## config.mk

```make
export PLATFORM = sky130hd
export DESIGN_NAME = uart_rx_phy
export DESIGN_NICKNAME = d
export VERILOG_FILES = /design/src/rtl/uart_pkg.sv /design/src/rtl/uart_baud_tick.sv /design/src/rtl/uart_rx_phy.sv
export SDC_FILE = /design/constraint.sdc
export NUM_CORES = 1
export LEC_CHECK = 0
export ABC_AREA = 1
export CAP_MARGIN = 20
export CELL_PAD_IN_SITES_DETAIL_PLACEMENT = 1
export CELL_PAD_IN_SITES_GLOBAL_PLACEMENT = 1
export CORE_ASPECT_RATIO = 1.4
export CORE_MARGIN = 1
export CORE_UTILIZATION = 42
export CTS_BUF_LIST = sky130_fd_sc_hd__clkbuf_8 sky130_fd_sc_hd__clkbuf_16
export DETAILED_ROUTE_END_ITERATION = 12
export PLACE_DENSITY = 0.74
export REMOVE_ABC_BUFFERS = 1
export SYNTH_ARGS = -nofsm -noshare
export SYNTH_HDL_FRONTEND = slang
export SYNTH_SLANG_ARGS = --single-unit
```

## constraint.sdc

```tcl
create_clock -name clk -period 1.4 [get_ports clk]
set_clock_uncertainty 0.05 [all_clocks]
set_input_delay 0.14 -clock clk [delete_from_list [all_inputs] [get_ports clk]]
set_output_delay 0.14 -clock clk [all_outputs]
set_load 0.01 [all_outputs]
```

## src/rtl/uart_pkg.sv

```systemverilog
// Shared types and constants for the UART receive path.
// Optional build macro: UART_RX_PARITY_EN adds the even-parity state.
package uart_pkg;

   localparam int unsigned OVERSAMPLE = 16;
   localparam int unsigned DATA_BITS  = 8;

   localparam int unsigned OS_W  = $clog2(OVERSAMPLE);
   localparam int unsigned BIT_W = $clog2(DATA_BITS);

   // Oversample counter values at the 8th (mid-bit) and 16th (next mid-bit) tick
   localparam logic [OS_W-1:0]  OS_MID   = OS_W'(OVERSAMPLE / 2 - 1);
   localparam logic [OS_W-1:0]  OS_LAST  = OS_W'(OVERSAMPLE - 1);
   localparam logic [BIT_W-1:0] BIT_LAST = BIT_W'(DATA_BITS - 1);

   typedef enum logic [2:0] {
      ST_IDLE      = 3'd0,
      ST_START     = 3'd1,
      ST_DATA      = 3'd2,
      ST_STOP      = 3'd3,
      ST_WAIT_IDLE = 3'd4
`ifdef UART_RX_PARITY_EN
      ,
      ST_PARITY    = 3'd5
`endif
   } rx_state_e;

   function automatic logic even_parity(input logic [DATA_BITS-1:0] d);
      return ^d;
   endfunction

endpackage

```

## src/rtl/uart_baud_tick.sv

```systemverilog
// Oversample tick generator: one-cycle pulse every DIV clocks, held at zero by clear.
module uart_baud_tick #(
   parameter int unsigned DIV = 54
) (
   input  logic clk,
   input  logic reset,
   input  logic clear,
   output logic tick
);

   localparam int unsigned CW = (DIV > 1) ? $clog2(DIV) : 1;
   localparam logic [CW-1:0] CNT_LAST = CW'(DIV - 1);

   logic [CW-1:0] r_cnt;

   always_ff @(posedge clk) begin
      if (reset || clear) begin
         r_cnt <= '0;
         tick  <= 1'b0;
      end else if (r_cnt == CNT_LAST) begin
         r_cnt <= '0;
         tick  <= 1'b1;
      end else begin
         r_cnt <= r_cnt + CW'(1);
         tick  <= 1'b0;
      end
   end

endmodule

```

## src/rtl/uart_rx_phy.sv

```systemverilog
// 8N1 UART receiver with 16x oversampling and mid-bit sampling.
// Optional build macro: UART_RX_PARITY_EN (even parity bit plus parity_err output).
module uart_rx_phy
   import uart_pkg::*;
#(
   parameter int unsigned CLK_FREQ = 100_000_000,
   parameter int unsigned BAUD     = 115_200
) (
   input  logic                 clk,
   input  logic                 reset,
   input  logic                 rx,
   output logic [DATA_BITS-1:0] rx_data,
   output logic                 rx_ready,
   output logic                 frame_err,
   output logic                 busy
`ifdef UART_RX_PARITY_EN
   ,
   output logic                 parity_err
`endif
);

   localparam int unsigned DIV = CLK_FREQ / (BAUD * OVERSAMPLE);

   logic [1:0]           r_sync;
   logic                 w_rx;
   rx_state_e            r_state;
   rx_state_e            w_state_nxt;
   logic [OS_W-1:0]      r_os_cnt;
   logic [BIT_W-1:0]     r_bit_cnt;
   logic [DATA_BITS-1:0] r_shift;

   logic w_tick;
   logic w_clear;
   logic w_mid_smp;
   logic w_bit_smp;
   logic w_os_restart;
   logic w_shift_en;
   logic w_ready_nxt;
   logic w_ferr_nxt;
   logic w_busy_nxt;
`ifdef UART_RX_PARITY_EN
   logic r_par_bit;
   logic w_par_en;
   logic w_perr_nxt;
`endif

   assign w_rx      = r_sync[1];
   assign w_mid_smp = w_tick && (r_os_cnt == OS_MID);
   assign w_bit_smp = w_tick && (r_os_cnt == OS_LAST);

   uart_baud_tick #(
      .DIV (DIV)
   ) u_baud_tick (
      .clk   (clk),
      .reset (reset),
      .clear (w_clear),
      .tick  (w_tick)
   );

   // Two-flop synchronizer; resets to the idle line level
   always_ff @(posedge clk) begin
      if (reset) begin
         r_sync <= 2'b11;
      end else begin
         r_sync <= {r_sync[0], rx};
      end
   end

   always_ff @(posedge clk) begin
      if (reset) begin
         r_state <= ST_IDLE;
      end else begin
         r_state <= w_state_nxt;
      end
   end

   always_comb begin
      w_state_nxt = r_state;
      case (r_state)
         ST_IDLE: begin
            if (!w_rx) w_state_nxt = ST_START;
         end
         ST_START: begin
            if (w_mid_smp) w_state_nxt = w_rx ? ST_IDLE : ST_DATA;
         end
         ST_DATA: begin
            if (w_bit_smp && (r_bit_cnt == BIT_LAST)) begin
`ifdef UART_RX_PARITY_EN
               w_state_nxt = ST_PARITY;
`else
               w_state_nxt = ST_STOP;
`endif
            end
         end
`ifdef UART_RX_PARITY_EN
         ST_PARITY: begin
            if (w_bit_smp) w_state_nxt = ST_STOP;
         end
`endif
         ST_STOP: begin
            if (w_bit_smp) w_state_nxt = w_rx ? ST_IDLE : ST_WAIT_IDLE;
         end
         ST_WAIT_IDLE: begin
            if (w_rx) w_state_nxt = ST_IDLE;
         end
         default: w_state_nxt = ST_IDLE;
      endcase
   end

   // Datapath controls and next values of the registered outputs
   always_comb begin
      w_clear      = 1'b0;
      w_os_restart = 1'b0;
      w_shift_en   = 1'b0;
      w_ready_nxt  = 1'b0;
      w_ferr_nxt   = 1'b0;
`ifdef UART_RX_PARITY_EN
      w_par_en     = 1'b0;
      w_perr_nxt   = 1'b0;
`endif
      w_busy_nxt   = (w_state_nxt != ST_IDLE);
      case (r_state)
         ST_IDLE, ST_WAIT_IDLE: w_clear = 1'b1;
         ST_START:              w_os_restart = w_mid_smp;
         ST_DATA:               w_shift_en = w_bit_smp;
`ifdef UART_RX_PARITY_EN
         ST_PARITY:             w_par_en = w_bit_smp;
`endif
         ST_STOP: begin
            if (w_bit_smp) begin
               if (!w_rx) w_ferr_nxt = 1'b1;
`ifdef UART_RX_PARITY_EN
               else if (even_parity(r_shift) != r_par_bit) w_perr_nxt = 1'b1;
`endif
               else w_ready_nxt = 1'b1;
            end
         end
         default: w_clear = 1'b1;
      endcase
   end

   // The start mid-sample realigns the oversample count so later samples land mid-bit
   always_ff @(posedge clk) begin
      if (reset) begin
         r_os_cnt  <= '0;
         r_bit_cnt <= '0;
         r_shift   <= '0;
      end else begin
         if (w_clear || w_os_restart) begin
            r_os_cnt <= '0;
         end else if (w_tick) begin
            r_os_cnt <= r_os_cnt + OS_W'(1);
         end
         if (w_clear) begin
            r_bit_cnt <= '0;
         end else if (w_shift_en) begin
            r_bit_cnt <= r_bit_cnt + BIT_W'(1);
         end
         if (w_shift_en) begin
            r_shift <= {w_rx, r_shift[DATA_BITS-1:1]};
         end
      end
   end

   always_ff @(posedge clk) begin
      if (reset) begin
         rx_data   <= '0;
         rx_ready  <= 1'b0;
         frame_err <= 1'b0;
         busy      <= 1'b0;
      end else begin
         rx_ready  <= w_ready_nxt;
         frame_err <= w_ferr_nxt;
         busy      <= w_busy_nxt;
         if (w_ready_nxt) rx_data <= r_shift;
      end
   end

`ifdef UART_RX_PARITY_EN
   always_ff @(posedge clk) begin
      if (reset) begin
         r_par_bit  <= 1'b0;
         parity_err <= 1'b0;
      end else begin
         parity_err <= w_perr_nxt;
         if (w_par_en) r_par_bit <= w_rx;
      end
   end
`endif

endmodule
```

==> flow_summary_export.csv <==
group,metric,value,unit
pwr,total_power,2310,µW
detailed_routing,route.detailed.drc,0,
clocking,clock-sinks,38,
synth,ys_seq_elements,38,
setup_path,crit_slowest_cell,"dfxtp_4",
synth,synth_cells,186,
floorplan,core,3470,µm²
place,dp.cells,242,
setup_path,worstPathArrival,1.56,ns
cells_and_area,fin_util,0.583,
cells_and_area,stdcell_count,255,
detailed_routing,dr.pass1.iters,3,
setup_path,cp_max_fo,12,
timing,setup_violations,0,
job,max-cap-violations,0,
pwr,ir_drop,0.000978,V
synth,yosysTopAreaCellShare,0.487,
global_routing,track_usage,0.213,
synth,syn_area,1560,µm²
setup_path,crit_chain,"ha_4, nand3_2, nor2_4, nand3_4, buf_4, a21oi_1",
synth,async_flop_share,0,
setup_path,ff2ff_path_depth,6,
synth,synth_edf_count,0,
setup_path,worstSetupEndpoint,"rx_data[3]",
pwr,power.internal,1870,µW
synth,ys.flop_type,"dfxtp_1",
place,numPortBuffers,13,
synth,synth-seq-area-share,0.487,
detailed_routing,wire_per_inst,14.2,µm
setup_path,critPathMaxStageDelay,0.37,ns
floorplan,initial_core_util,0.450,
global_routing,antenna_found_initial,0,
pwr,p_seq_frac,0.472,
pwr,p_sw_frac,0.191,
global_routing,grt_overflow,0,
setup_path,path_buf_inv,1,
timing,hold_viol,0,
timing,rsz0062_at_grt,"true",
synth,synth_cell_type_count,31,
cells_and_area,drive_above_1_share,0.284,
clocking,cts-buffers-inserted,5,
timing,period_needed,1.39,ns
setup_path,reg2reg_slack,0.008,ns
setup_path,cp.required,1.57,ns
setup_path,r2r-start,"r_os_cnt[0]",
detailed_routing,totalWireLength,3.62,mm
cells_and_area,nNetsFinal,222,
global_routing,grt_pass1_vias,1346,
setup_path,r2r-end,"rx_data[3]",
detailed_routing,drtIter0Drc,9,
clocking,cts_tree,"done",
setup_path,cp_num_cells,6,
synth,yosysWarningCount,0,
cells_and_area,area_delta_synth_final,29.6,%
timing,maxSlewViolCount,0,
detailed_routing,ant_nets,0,
worst_hold_path,hold_class,"input pin to flip-flop",
pwr,pwr-share-comb,0.028,
timing,worst_slew_pin_slew,0.584,ns
floorplan,die-height,74.1,µm
clocking,cts-root-buf,"clkbuf_8",
synth,syn_area_per_cell,8.40,µm²
detailed_routing,vias,1278,
cells_and_area,fillers,411,
floorplan,num_rows,25,
place,place_congestion,0.729,
pwr,p_sw,441,µW
clocking,cts_buffer_depth,2,
timing,clock.fmax,718,MHz
setup_path,crit_start,"r_os_cnt[0]",
clocking,clkLatencyLatePin,0.30,ns
global_routing,grt_max_degree,19,
clocking,clkTransAtPathRegs,0.08,ns
cells_and_area,antenna_cells,0,
detailed_routing,viasPerCell,5.01,
synth,synth_area_leaders,"dfxtp_1 49%, nor2_1 9.6%, nand2_1 4.6%",
setup_path,crit_family,"simple AND/OR/NAND/NOR gates",
run_status,status,"finished, final reports clean",
floorplan,io-pin-count,14,
setup_path,cp-start-kind,"flip-flop",
timing,hold_ws,0.362,ns
setup_path,critPathCaptureType,"flip-flop",
clocking,htree_num_levels,2,
floorplan,die_area,3970,µm²
timing,finalCritPeriodShare,0.994,
pwr,p_leak,0.000845,µW
synth,yosys.area.top_type,"dfxtp_1",
timing,slew_headroom,0.610,
global_routing,grt_pass1_wl,5.82,mm
floorplan,die_w,53.5,µm
place,dp_hpwl,2.45,mm
pwr,clockPowerShare,0.500,
pwr,powerDensity,1140,nW/µm²
setup_path,worstSetupPathType,"flip-flop to flip-flop",
state kept, by name, indices dropped and copies added, names as in the netlist:
signal	cells
busy	1
frame_err	1
r_bit_cnt	3
r_os_cnt	4
r_shift	8
r_state	3
r_sync	2
rx_data	8
rx_ready	1
u_baud_tick.r_cnt	6
u_baud_tick.tick	1
kinds of logic (layout without fill, tap and decap cells):
kind of cell               count (synthesis)  count (layout)  synth area share
and+or+nand+nor                           83              83             0.258
DFF                                       38              38             0.487
AOI/OAI and AO/OA                         30              30             0.113
buffers and inverters                     25              54            0.0729
adders and majority gates                  5               5            0.0401
xor gates and xnor gates                   4               4            0.0224
muxes                                      1               1           0.00641
cell usage after synthesis, types with 3 or more instances:
cell type and number:
a21oi_1 5, a21oi_2 6, dfxtp_1 38, ha_1 5
inv_1 15, inv_2 5, nand2_1 19, nand3_1 6
nor2_1 40, nor3_1 3, o21ai_0 10, o21ai_1 8
how the worst min path moves through the flow:
stage | start | to | cells past startpoint
2_1_floorplan | reset | r_state[1] | 1
3_3_place_gp | r_sync[0] | r_sync[1] | 1
3_5_place_dp | r_sync[0] | r_sync[1] | 1
4_1_cts | rx | r_sync[0] | 2
5_1_grt | rx | r_sync[0] | 2
6_report | rx | r_sync[0] | 2
timing repair:
action,CTS,global route
setup endpoints to repair,21,26
cloned,1,0
pin swaps,3,8
hold buffers,0,0
gates resized for setup,12,25
setup buffers,1,3
area by class of cell:
class                      instances  area [µm²]  share of cell area
multi-input combinational        123         743               0.367
clock buffer                       6        82.6              0.0408
sequential                        38         768               0.380
clock inverter                     2        60.1              0.0297
inverter                          20        77.6              0.0383
timing repair buffer              26         241               0.119
tap                               40        50.0              0.0247
layer usage:
layer	wire [µm]	track usage	vias up
met5	0	0	-
met4	73	0.123	0
met3	81	0.0532	5
met2	2000	0.403	12
met1	1460	0.197	608
li1	-	-	653
placed cells by master, fill, tap and decap left out, types with 3 or more instances in the layout:
cell type / instances
nor2_1: 37
dfxtp_1: 34
nand2_1: 16
inv_1: 14
o21ai_1: 11
buf_4: 11
clkdlybuf4s50_1: 9
nand3_1: 6
o21ai_2: 6
a21oi_2: 6
clkbuf_8: 6
inv_2: 5
a21oi_1: 5
nand2_2: 4
ha_1: 4
nor2_2: 3
nor2_4: 3
nor3_1: 3
dlymetal6s2s_1: 3
dfxtp_2: 3
through the flow:
step / TNS, ns / worst slack (ns) / area [µm²]
after global placement: -0.365 / -0.0575 / 1760
after global routing: -0.646 / -0.0906 / 2020
after floorplan: -0.0445 / -0.0445 / 1520
after detailed placement: -1.44 / -0.137 / 1760
after CTS: -0.00423 / -0.00423 / 1960
final: 0 / 0.00771 / 2020
power groups by stage:
| stage | Sequential (µW) | Combinational [µW] | Clock, µW |
|---|---|---|---|
| after detailed placement | 1120 | 57.5 | 0 |
| after global placement | 1120 | 54.6 | 0 |
| after global routing | 1090 | 71.7 | 1210 |
| after floorplan | 1120 | 32.9 | 0 |
| after CTS | 1090 | 58.2 | 1180 |
| final | 1090 | 64.7 | 1160 |
(Power assumes the default switching activity.)
